### src/rtl/bcd_updown_counter_n.sv
// N-digit BCD up/down counter with programmable terminal count, wrap/saturate
// limit handling, synchronous clear/load, full/empty flags and limit pulses.
module bcd_updown_counter_n #(
  parameter int unsigned DIGITS    = 2,
  parameter int unsigned MAX_COUNT = 99,
  parameter bit          WRAP      = 1'b0
) (
  input  logic                clk,
  input  logic                rst_n,
  input  logic                clr,
  input  logic                load,
  input  logic [4*DIGITS-1:0] load_val,
  input  logic                en,
  input  logic                up,
  output logic [4*DIGITS-1:0] count,
  output logic                full,
  output logic                empty,
  output logic                ovf,
  output logic                udf,
  output logic                load_err
);

  localparam int unsigned W = 4 * DIGITS;

  function automatic logic [63:0] pow10(input int unsigned n);
    logic [63:0] r;
    r = 64'd1;
    for (int unsigned i = 0; i < n; i++) r = 64'(r * 64'd10);
    return r;
  endfunction

  function automatic logic [W-1:0] to_bcd(input int unsigned v);
    logic [W-1:0] r;
    int unsigned  x;
    r = '0;
    x = v;
    for (int unsigned i = 0; i < DIGITS; i++) begin
      r[4*i +: 4] = 4'(x % 10);
      x           = x / 10;
    end
    return r;
  endfunction

  localparam logic [63:0]  LIMIT   = pow10(DIGITS);
  localparam logic [W-1:0] MAX_BCD = to_bcd(MAX_COUNT);

  if (DIGITS < 1 || DIGITS > 8 || MAX_COUNT < 1 || 64'(MAX_COUNT) >= LIMIT) begin : g_param_err
    $error("bcd_updown_counter_n: illegal DIGITS/MAX_COUNT");
  end

  logic [W-1:0] count_q, count_d;
  logic [W-1:0] inc_c, dec_c;
  logic         carry_c, borrow_c, load_ok_c;
  logic         ovf_d, udf_d, load_err_d;

  // Single-cycle ripple increment: each digit sees the carry of all lower digits.
  always_comb begin
    inc_c   = count_q;
    carry_c = 1'b1;
    for (int unsigned i = 0; i < DIGITS; i++) begin
      if (carry_c) begin
        if (count_q[4*i +: 4] == 4'd9) begin
          inc_c[4*i +: 4] = 4'd0;
        end else begin
          inc_c[4*i +: 4] = 4'(count_q[4*i +: 4] + 4'd1);
          carry_c         = 1'b0;
        end
      end
    end
  end

  always_comb begin
    dec_c    = count_q;
    borrow_c = 1'b1;
    for (int unsigned i = 0; i < DIGITS; i++) begin
      if (borrow_c) begin
        if (count_q[4*i +: 4] == 4'd0) begin
          dec_c[4*i +: 4] = 4'd9;
        end else begin
          dec_c[4*i +: 4] = 4'(count_q[4*i +: 4] - 4'd1);
          borrow_c        = 1'b0;
        end
      end
    end
  end

  // With every digit valid, an unsigned compare of BCD vectors orders them decimally.
  always_comb begin
    load_ok_c = (load_val <= MAX_BCD);
    for (int unsigned i = 0; i < DIGITS; i++) begin
      if (load_val[4*i +: 4] > 4'd9) load_ok_c = 1'b0;
    end
  end

  always_comb begin
    count_d    = count_q;
    ovf_d      = 1'b0;
    udf_d      = 1'b0;
    load_err_d = 1'b0;
    if (clr) begin
      count_d = '0;
    end else if (load) begin
      if (load_ok_c) count_d    = load_val;
      else           load_err_d = 1'b1;
    end else if (en) begin
      if (up) begin
        if (count_q == MAX_BCD) begin
          ovf_d = 1'b1;
          if (WRAP) count_d = '0;
        end else begin
          count_d = inc_c;
        end
      end else begin
        if (count_q == '0) begin
          udf_d = 1'b1;
          if (WRAP) count_d = MAX_BCD;
        end else begin
          count_d = dec_c;
        end
      end
    end
  end

  always_ff @(posedge clk or negedge rst_n) begin
    if (!rst_n) begin
      count_q  <= '0;
      ovf      <= 1'b0;
      udf      <= 1'b0;
      load_err <= 1'b0;
    end else begin
      count_q  <= count_d;
      ovf      <= ovf_d;
      udf      <= udf_d;
      load_err <= load_err_d;
    end
  end

  assign count = count_q;
  assign full  = (count_q == MAX_BCD);
  assign empty = (count_q == '0);

endmodule

### config.mk
export PLATFORM = sky130hd
export DESIGN_NAME = bcd_updown_counter_n
export DESIGN_NICKNAME = d
export VERILOG_FILES = /design/src/rtl/bcd_updown_counter_n.sv
export SDC_FILE = /design/constraint.sdc
export NUM_CORES = 1
export LEC_CHECK = 0
export CORE_UTILIZATION = 35
export DETAILED_ROUTE_END_ITERATION = 8
export RECOVER_POWER = 25
export SETUP_SLACK_MARGIN = 0.2
export SLEW_MARGIN = 0
export SYNTH_ARGS = -nofsm -noshare
export SYNTH_HDL_FRONTEND = slang
export SYNTH_SLANG_ARGS = --single-unit
export TNS_END_PERCENT = 100
### constraint.sdc
create_clock -name clk -period 2 [get_ports clk]
set_input_delay 0.2 -clock clk [delete_from_list [all_inputs] [get_ports clk]]
set_output_delay 0.2 -clock clk [all_outputs]
set_load 0.03 [all_outputs]
Word-level counts from Yosys, hierarchy flattened --
Cells that the tools add are included.
Cells by class: add/subtract/negate cells 4, magnitude comparators 3, eq/ne operators 7, multiplexer cells 30, reduce and logical (&&, ||, !) cells 7
Operator list (count):
- 2-to-1 mux 8 bit | 7
- 2-to-1 mux 4 bit | 6
- 2-to-1 mux 1 bit | 17
- adder 4 x 1 -> 4 bit (second input constant) | 2
- == test 4 bit (second input constant) | 2
- == test 8 bit (second input constant) | 1
- > comparator 4 bit (second input constant) | 2
- less-or-equal comparator 8 bit (second input constant) | 1
- zero test 4 bit | 2
- zero test 8 bit | 1
- != test 4 bit (second input constant) | 2
- subtractor 4 x 1 -> 4 bit (second input constant) | 2
- AND reduction 6 bit | 1
- != test 4 x 3 -> 1 bit (second input constant) | 1
- AND reduction 4 bit | 1
- nonzero test 4 bit | 1
- != test 3 x 2 -> 1 bit (second input constant) | 1
- nonzero test 3 bit | 1
Word-level totals: register bits after elaboration 11, input port bits 14, output and inout bits 13, logic and storage cells 56

Logic depth before layout (Yosys ltp) --
word-level depth 8, mapped depth 7, gate-level depth less buffers 7

Worst setup path before layout --
No wires, ideal clock.
kind register -> register, start point register count_q[0], in the netlist count[0], end point register count_q[5], in the netlist count[5], library setup time 0.125 ns, arrival 2.344 ns, required time 1.875 ns, setup slack -0.469 ns, cell stages (with the launch flop) 8, path buffers 0, period minus slack after synthesis 2.469 ns, path through dfrtp_1 > inv_1 > ha_1 > nor3b_1 > and4_4 > a211oi_4 > a21boi_4 > mux2_4
On the way: elaborated cells between the ends (all ways) 11, classes of those cells eq/ne: 5; mux: 2; reduce/logical: 4
RTL lines:
- start, declared | RTL line 51 | logic [W-1:0] count_q, count_d;
- start signal, assigned | RTL line 131 | count_q <= count_d;
- zero test 8 bit
- named net empty | RTL line 17 | output logic empty,
- != test 4 bit (no source line)
- AND reduction 6 bit (no source line)
The timed path passes the listed nets, and every way through them passes these cells. A chain may end at the register's enable or synchronous reset.

Final worst setup path --
start point register count_q[0], in the netlist count[0], end point register count_q[6], in the netlist count[6]
On the way: longest elaborated chain between the ends 4, elaborated cells between the ends (all ways) 11, classes of those cells eq/ne: 5; mux: 2; reduce/logical: 4
RTL lines (RTL line):
- == test 4 bit / zero test 4 bit (equally long branches) | 62, 77
- 2-to-1 mux 1 bit (on tied branches) | 62, 77
- != test 4 x 3 -> 1 bit (no source line) / nonzero test 4 bit (equally long branches)
- AND reduction 6 bit (no source line) (*)
Mark *: on every way between the ends. The rest lies on a longest branch, timed or not.

==> qor.csv <==
stage;metric;value;unit
sta;Slew HR;67.9;%
sta;Final Hold Viols;0;
pwr;worst vdd ir;290;uV
critical_path;CP arrival;2030;ps
clock_network;Max Buffers Root-to-Sink;2;
routing;DR WL/cell;14.7;microns
run;max_cap viols;0;
placement;DP Area;0.00149;sq mm
synthesis;Compound-Gate Fraction of Synth Area;25.1;%
synthesis;combinational family with the most area after synthesis;compound AO/OA/AOI/OAI gates;
pwr;Sw Pwr;595;uW
synthesis;FF+latch count, synth;11;
synthesis;Post-Synthesis Cells;119;
floorplan;Core Rows;19;
floorplan;Core Area;0.00283;sq mm
sta;Fmax;531;MHz
critical_path;Data required, critical path;2150;ps
sta;RSZ-0062 raised after global routing;yes;
pwr;Int Pwr;799;uW
clock_network;htree depth;1;
sta;Slew Viols, Final;0;
routing;TritonRoute pass-1 iters;6;
synthesis;simple-gate portion of the synthesized area;22.5;%
critical_path;Critical Path Max Stage Delay;400;ps
critical_path;CP Class;flop to flop;
min_path;path category of the worst min-delay check;input port to asynchronous set/reset pin;
clock_network;CTS tree;built;
grt;GRT overflow;0;
clock_network;Clock transition at path regs;70;ps
routing;DR vias;1049;
floorplan;Die ar.;0.00326;sq mm
clock_network;CTS Buf Count;3;
sta;worst-margin pin slew;481;ps
final_layout;area of the multi-input gates;749;sq um
pwr;Total Power;1.39;mW
grt;Total GRT Usage;18.6;%
floorplan;Top-Level Pins;27;
critical_path;crit path capture type;flop;
critical_path;Worst Path Max Fanout;4;
grt;vias in the first global route;994;
routing;antenna viol nets, final;0;
critical_path;Crit-path slowest cell;dfrtp_2;
synthesis;Main synth FF type;dfrtp_1;
synthesis;post-synthesis adder-cell area fraction;8.24;%
synthesis;EDFF count, synth;0;
grt;initial antenna violation count;0;
floorplan;DIE HEIGHT;57.1;microns
routing;Iteration-0 DRC Markers;28;
floorplan;Die Wd;57.1;microns
final_layout;Core Util, Final;56.2;%
final_layout;# diodes;0;
clock_network;clk root buf;clkbuf_4;
synthesis;syn_nets;140;
synthesis;register area share after synthesis;25.9;%
final_layout;Fill cells;267;
synthesis;Mapped Area;0.00106;sq mm
placement;post-DP HPWL;2.24;mm
routing;routed wire length;2.90;mm
synthesis;Synth area leader;dfrtp_1;
pwr;switching share of power;42.7;%
floorplan;Starting Density;37.6;%
final_layout;share of layout cells above drive strength 1;31.9;%
pwr;combinational power share;65.0;%
sta;Clock Skews;4.51;ps
synthesis;Syn Area/Cell;8.94;sq um
synthesis;largest cells by area after synthesis;dfrtp_1, ha_1, inv_1, mux2_4, a21oi_1;
grt;first-pass GRT wire length;4.71;mm
clock_network;clock sinks;11;
routing;Via density;5.32;
pwr;Pwr Density;877;mW/mm^2
pwr;Leak;0.741;nW
final_layout;Layout Area Growth over Synthesis;49.4;%
critical_path;r2r setup slk;120;ps
synthesis;post-synthesis cell type count;46;
final_layout;storage element area;282;sq um
synthesis;post-synthesis xor/xnor area fraction;0.824;%
final_layout;final net count;188;
sta;final setup fails;0;
routing;DRC violations left;4;
synthesis;Yosys warning total;0;
critical_path;Setup crit start kind;flop;
placement;PortBufs;26;
pwr;clock power share;10.8;%
status;outcome;complete, but fails checks;
final_layout;final std cell area, no fill;0.00159;sq mm
synthesis;share of synthesized registers carrying an async set or reset;100;%
placement;routability cong.;0.826;
sta;Final Critical Period;1880;ps
clock_network;Clock Latency Late Sink;270;ps
grt;largest net degree at the start of global routing;18;
synthesis;post-synthesis mux area share;8.24;%
sta;post-route clock period utilization;94.2;%
synthesis;share of the synthesized area in the top cell type;25.9;%
critical_path;crit path cell chain;inv_2, ha_4, nor3b_4, and4_4, a211oi_4, a21boi_4, mux2_4;
pwr;sequential power share;24.2;%
status;failing checks;DRC;
-- worst max-delay path, delay by kind of cell (launching register included) --
family	cells	cell delay [ps]
simple gates	2	340
fa+ha+maj	1	150
flops	1	400
compound gates	2	500
buf+inv	1	60
mux	1	320
-- flip-flops by register name, summed over array words and instances (netlist names) --
name      count
udf           1
count         8
load_err      1
ovf           1
-- layer usage --
layer	up-vias	part of all wire [%]	track usage [%]
met4	0	1.2	7.32
met2	36	45	29.1
met3	4	4.9	0.680
li1	526	-	-
met1	483	49	27.1
met5	-	0	0
-- cell usage after synthesis, types with 3 or more instances --
cell type,n
mux2_4,3
o21bai_1,3
a31oi_1,3
inv_1,13
o21ai_1,3
nand2_1,9
nand4_1,3
o31ai_1,3
nor2_1,7
nand3b_1,3
dfrtp_1,11
ha_1,7
a21oi_1,8
nand3_1,4
-- worst paths after layout --
check,start,to,cells past startpoint
worst max-delay path,count[0]$_DFFE_PN0P_,count[6]$_DFFE_PN0P_,7
worst min-delay path,rst_n,count[3]$_DFFE_PN0P_,1
worst max register to register,count[0]$_DFFE_PN0P_,count[6]$_DFFE_PN0P_,7
worst min register to register,count[1]$_DFFE_PN0P_,count[1]$_DFFE_PN0P_,2
max in group asynchronous,rst_n,count[4]$_DFFE_PN0P_,1
min in group clk,en,ovf$_DFF_PN0_,3
-- power groups by stage --
stage	Combinational, mW	Clock [mW]	Sequential [mW]
finish	0.906	0.150	0.338
global route	0.978	0.163	0.345
CTS	0.852	0.157	0.334
detailed placement	0.811	0	0.334
global placement	0.803	0	0.332
floorplan	0.433	0	0.413
-- cell type report --
| class | instances | area share [%] |
|---|---|---|
| well taps | 31 | 2.44 |
| multi-input cells | 88 | 47.2 |
| inverters | 13 | 3.23 |
| clock buffers | 4 | 1.65 |
| repair buffers | 50 | 27.8 |
| flip-flops and latches | 11 | 17.7 |
-- through the flow --
stage	hold WS [ps]	setup slack [ps]	setup TNS, ps	instances
final	325	116	0	197
after global routing	353	57.9	0	197
after CTS	270	134	0	195
after detailed placement	567	-34.9	-124	189
after global placement	548	3.22	0	189
after floorplan	-95.6	-231	-754	119
-- timing repair --
| action | 4_1_cts | 5_1_grt |
|---|---|---|
| pin swaps | 2 | 1 |
| buffers inserted | 2 | 2 |
| hold buffers | 0 | 0 |
| endpoints found under the hold margin | 0 | 0 |
| endpoints found under the setup margin | 8 | 13 |
| resized for setup | 7 | 9 |
-- cells by family (layout without fill, tap and decap cells) --
kind of cell,count (synthesis),after routing
flip-flops,11,11
adder cells (fa/ha/maj),7,7
multiplexers,6,6
AND/OR/NAND/NOR,40,40
XOR/XNOR,1,1
AO/OA/AOI/OAI,34,34
buffers and inverters,20,67
-- layout by cell type, fill, tap and decap left out, types with 2 or more instances in the layout --
cell             count
a21oi_1              8
a31oi_1              3
buf_4               24
clkbuf_4             3
clkdlybuf4s50_1     21
dfrtp_1              6
dfrtp_2              5
dlymetal6s2s_1       2
ha_1                 4
ha_4                 2
inv_1               11
mux2_4               3
mux2i_1              2
nand2_1              9
nand3_1              4
nand3b_1             3
nand3b_4             2
nand4_1              3
nor2_1               7
nor2b_1              2
o211ai_1             2
o21ai_1              2
o21bai_1             3
o31ai_1              3
Power figures use the tool's default switching activity.
